### src/rtl/serial_frame_receiver.sv
// serial_frame_receiver: hunts SYNC_PATTERN on a 1-bit line, then deserialises a PAYLOAD_LEN-bit
// payload MSB-first into OUT_WIDTH-bit words. Optional macro PARITY_EN adds a trailing even-parity bit.
module serial_frame_receiver #(
  parameter int                  SYNC_LEN     = 6,
  parameter logic [SYNC_LEN-1:0] SYNC_PATTERN = 6'b011010,
  parameter int                  PAYLOAD_LEN  = 32,
  parameter int                  OUT_WIDTH    = 8
) (
  input  logic                 clk,
  input  logic                 rst_n,
  input  logic                 serData,
  output logic                 outValid,
  output logic [OUT_WIDTH-1:0] wordData,
  output logic                 wordValid,
  output logic                 frameDone,
  output logic                 frameErr
);

  localparam int CNT_W = $clog2(PAYLOAD_LEN) + 1;
  localparam int WB_W  = (OUT_WIDTH > 1) ? $clog2(OUT_WIDTH) : 1;

  if ((OUT_WIDTH < 1) || (SYNC_LEN < 2) ||
      ((PAYLOAD_LEN % ((OUT_WIDTH < 1) ? 1 : OUT_WIDTH)) != 0)) begin : g_param_chk
    $error("serial_frame_receiver: illegal SYNC_LEN/PAYLOAD_LEN/OUT_WIDTH combination");
  end

  typedef enum logic [1:0] {
    S_SEARCH = 2'd0,
`ifdef PARITY_EN
    S_PARITY = 2'd2,
`endif
    S_DATA   = 2'd1
  } state_t;

  state_t               r_state;
  logic [SYNC_LEN-2:0]  r_win;
  logic [CNT_W-1:0]     r_bit_cnt;
  logic [WB_W-1:0]      r_wbit;
  logic [OUT_WIDTH-1:0] r_shift;
  logic [OUT_WIDTH-1:0] r_word;
  logic                 r_out_valid;
  logic                 r_word_valid;
  logic                 r_frame_done;
  logic                 r_frame_err;
`ifdef PARITY_EN
  logic                 r_par;
`endif

  logic [SYNC_LEN-1:0]  w_cand;
  logic                 w_sync_hit;
  logic [OUT_WIDTH-1:0] w_shift_next;

  // The window only keeps SYNC_LEN-1 history bits; the live bit completes the candidate.
  assign w_cand       = {r_win, serData};
  assign w_sync_hit   = (w_cand == SYNC_PATTERN);
  assign w_shift_next = (r_shift << 1) | OUT_WIDTH'(serData);

  always_ff @(posedge clk or negedge rst_n) begin
    if (!rst_n) begin
      r_state      <= S_SEARCH;
      r_win        <= '0;
      r_bit_cnt    <= '0;
      r_wbit       <= '0;
      r_shift      <= '0;
      r_word       <= '0;
      r_out_valid  <= 1'b0;
      r_word_valid <= 1'b0;
      r_frame_done <= 1'b0;
      r_frame_err  <= 1'b0;
`ifdef PARITY_EN
      r_par        <= 1'b0;
`endif
    end else begin
      r_word_valid <= 1'b0;
      r_frame_done <= 1'b0;
      r_frame_err  <= 1'b0;
      case (r_state)
        S_SEARCH: begin
          r_win <= w_cand[SYNC_LEN-2:0];
          if (w_sync_hit) begin
            r_state     <= S_DATA;
            r_out_valid <= 1'b1;
          end else begin
            r_state     <= S_SEARCH;
          end
        end
        S_DATA: begin
          r_shift   <= w_shift_next;
          r_bit_cnt <= r_bit_cnt + CNT_W'(1);
`ifdef PARITY_EN
          r_par     <= r_par ^ serData;
`endif
          if (r_wbit == WB_W'(OUT_WIDTH - 1)) begin
            r_word       <= w_shift_next;
            r_word_valid <= 1'b1;
            r_wbit       <= '0;
          end else begin
            r_wbit       <= r_wbit + WB_W'(1);
          end
          // Clearing the window here lets a sync starting on the next bit be caught.
          if (r_bit_cnt == CNT_W'(PAYLOAD_LEN - 1)) begin
            r_bit_cnt   <= '0;
            r_win       <= '0;
            r_out_valid <= 1'b0;
`ifdef PARITY_EN
            r_state     <= S_PARITY;
`else
            r_state     <= S_SEARCH;
            r_frame_done <= 1'b1;
`endif
          end else begin
            r_state     <= S_DATA;
          end
        end
`ifdef PARITY_EN
        S_PARITY: begin
          r_state      <= S_SEARCH;
          r_frame_done <= 1'b1;
          r_frame_err  <= r_par ^ serData;
          r_par        <= 1'b0;
          r_win        <= '0;
        end
`endif
        default: begin
          r_state     <= S_SEARCH;
          r_out_valid <= 1'b0;
          r_win       <= '0;
          r_bit_cnt   <= '0;
          r_wbit      <= '0;
        end
      endcase
    end
  end

  assign outValid  = r_out_valid;
  assign wordData  = r_word;
  assign wordValid = r_word_valid;
  assign frameDone = r_frame_done;
  assign frameErr  = r_frame_err;

endmodule
### config.mk
export PLATFORM = sky130hd
export DESIGN_NAME = serial_frame_receiver
export DESIGN_NICKNAME = d
export VERILOG_FILES = /design/src/rtl/serial_frame_receiver.sv
export SDC_FILE = /design/constraint.sdc
export NUM_CORES = 1
export LEC_CHECK = 0
export BUFFER_PORTS_ARGS = -buffer_cell sky130_fd_sc_hd__buf_4
export CORE_UTILIZATION = 45
export DETAILED_ROUTE_END_ITERATION = 8
export GPL_ROUTABILITY_DRIVEN = 0
export RECOVER_POWER = 25
export SETUP_SLACK_MARGIN = 0.02
export SYNTH_ARGS = -nofsm -noshare
export SYNTH_HDL_FRONTEND = slang
export SYNTH_SLANG_ARGS = --single-unit
### constraint.sdc
create_clock -name clk -period 2.55 [get_ports clk]
set_clock_uncertainty 0.15 [all_clocks]
set_input_delay 0.3825 -clock clk [delete_from_list [all_inputs] [get_ports clk]]
set_output_delay 0.3825 -clock clk [all_outputs]
set_load 0.02 [all_outputs]
==> reports/results.ini <==
[route]
post-route-drc-count = 0
wl_per_cell_um = 14.4
vias_per_cell = 5.33
wirelength_mm = 2.03
drt-pass1-iter-count = 3
detailroute.via_count = 751
ant_nets = 0
drt_iter0_drc = 8

[grt]
grt_max_degree = 34
grt_pass1_wl_mm = 3.66
grt.total_usage_pct = 16.0
grt-ovfl-total = 0
grt_pass1_vias = 803
antenna_found_initial = 0

[sta]
final.period_utilization_pct = 68.4
period_needed_ns = 1.74
tightestPinTransition_ns = 0.789
maxSlewViolCount = 0
maxSlewHeadroom_pct = 47.4
hold_viol = 0
setup_viol = 0
grt_setup_unrepaired = false
holdWs_ns = 0.168
max_freq_ghz = 0.573
finalWorstSetupSlack_ns = 0.806
fin_tns_setup_ns = 0

[power_and_ir_drop]
ir_drop_v = 0.000546
power_leakage_nw = 0.696
powerDensity_mw_per_mm2 = 919

[clock_tree]
cts.repair.resized = 0
cts_sinks = 33
clkLatencyLatePin_ns = 0.33
htreeDepth = 2
cts-buffers-inserted = 5
cts_tree = yes
clk_pin_slew_worst_paths_ns = 0.10
cts-root-buf = clkbuf_4
cts_buffer_depth = 2

[die]
die_y_um = 55.8
die_w_um = 55.8
io_pins = 15
coreArea_mm2 = 0.00276
initial_core_util_pct = 47.3
core.rowCount = 19
dieArea_mm2 = 0.00312

[final_layout]
antenna_cells = 0
fin_util_pct = 53.6
nets = 115
drive_above_1_share_pct = 36.4
syn_to_final_growth_pct = 13.4
finalNonFillerCells = 141
fillers = 245

[synth]
synthCells = 91
netlist_area_mm2 = 0.00130
yosysUniqueCellTypes = 23
yosys_warnings = 0
ys_ff_latch = 33
synth_edf_count = 0
avgSynthCellArea_um2 = 14.3
synthTopCellsByArea = dfrtp_1, mux2_2, a22o_1, ha_1, xnor2_1
ys_seq_area_share_pct = 63.3
synth_flop_cell = dfrtp_1
yosysMostFrequentCell = dfrtp_1
synthArstFlopShare_pct = 100
synth_top_area_cell = dfrtp_1
synth_nets = 97
synthTopCellsByCount = dfrtp_1, mux2_2, a22o_1, inv_1
synth_top_area_share_pct = 63.3

[setup_path]
crit_fanout = 20
cp-end-kind = flip-flop
worstPathArrival_ns = 1.81
r2r_slack_ns = 0.81
worstPathRequired_ns = 2.62
startpoint_type = flip-flop
criticalPathCategory = reg2reg

[placement]
port_buffers = 13
pre_cts_ws_ns = 0.822
placed_cells = 132
dp_hpwl_mm = 1.31

[outcome]
status = finished clean

[hold_path]
min_path_type = in2reg

[run]
maxCapViolCount = 0

==> routing by layer <==
metal  track usage [%]  up-vias  part of all wire (%)
li1                  -      357                     -
met1              20.0      369                    47
met2              23.6       17                    45
met3              4.88        8                   4.0
met4              11.5        0                   3.1
met5                 0        -                     0
==> worst paths after layout <==
| path | start | cells past startpoint | endpoint |
|---|---|---|---|
| worst max-delay path | r_state[0]$_DFF_PN0_ | 2 | wordData[4]$_DFFE_PN0P_ |
| worst min-delay path | serData | 2 | wordData[0]$_DFFE_PN0P_ |
| worst max register to register | r_state[0]$_DFF_PN0_ | 2 | wordData[4]$_DFFE_PN0P_ |
| worst min register to register | r_bit_cnt[4]$_DFFE_PN0P_ | 1 | r_bit_cnt[4]$_DFFE_PN0P_ |
| max in group asynchronous | rst_n | 2 | r_bit_cnt[0]$_DFFE_PN0P_ |
| min in group asynchronous | rst_n | 2 | wordValid$_DFF_PN0_ |
==> layout make-up <==
type | instances | area [µm²] | share of cell area, %
clock buffers | 6 | 41.3 | 2.79
flip-flops and latches | 33 | 826 | 55.8
clock inverters | 2 | 10.0 | 0.677
well taps | 31 | 38.8 | 2.62
inverters | 4 | 15.0 | 1.02
multi-input cells | 51 | 443 | 29.9
repair buffers | 14 | 105 | 7.11
==> sequential cells by signal (all words and copies together) (netlist names) <==
| register | cells |
|---|---|
| wordData | 8 |
| outValid | 1 |
| wordValid | 1 |
| r_win | 5 |
| r_wbit | 3 |
| frameDone | 1 |
| r_bit_cnt | 6 |
| r_shift | 7 |
| r_state | 1 |
==> critical path, stage by stage, from the launching register on <==
cell     delay [ns]
dfrtp_1        0.82
nand2_2        0.31
mux2_2         0.35
==> kinds of logic after synthesis <==
logic type | share of synthesized area [%]
multiplexers | 16.3
adder cells (fa/ha/maj) | 2.88
flip-flops | 63.3
buffers and inverters | 2.69
XOR/XNOR | 2.02
AO/OA/AOI/OAI | 6.05
other | 0.288
AND/OR/NAND/NOR | 6.43
==> placed cells by master, fill, tap and decap left out, types with 2 or more instances in the layout <==
master,synthesis,routed
clkinv_2,0,2
nand3_1,2,2
a22o_1,6,6
o21ai_0,2,2
xnor2_1,2,2
nand4_1,2,2
dfrtp_1,33,33
nor2_1,3,3
clkbuf_4,0,5
nand2_1,3,3
mux2_2,18,18
inv_1,4,4
buf_4,2,12
ha_1,3,3
==> what timing repair did <==
action,CTS,global route
hold buffers,1,0
endpoints found under the hold margin,33,0
endpoints found under the setup margin,0,0
setup buffers,0,0
==> power by group <==
group          internal, W  switching (W)  total (W)  leakage (nW)
registers         0.000663       0.000126   0.000789         0.409
clock network     0.000105       0.000173   0.000278        0.0320
logic             0.000179       0.000113   0.000292         0.255
==> stage by stage <==
step | instance area [µm²] | total power [W]
detailed placement | 1420 | 0.00109
CTS | 1480 | 0.00138
global route | 1480 | 0.00146
finish | 1480 | 0.00136
global placement | 1420 | 0.00108
floorplan | 1300 | 0.00100
Power figures use the tool's default switching activity.
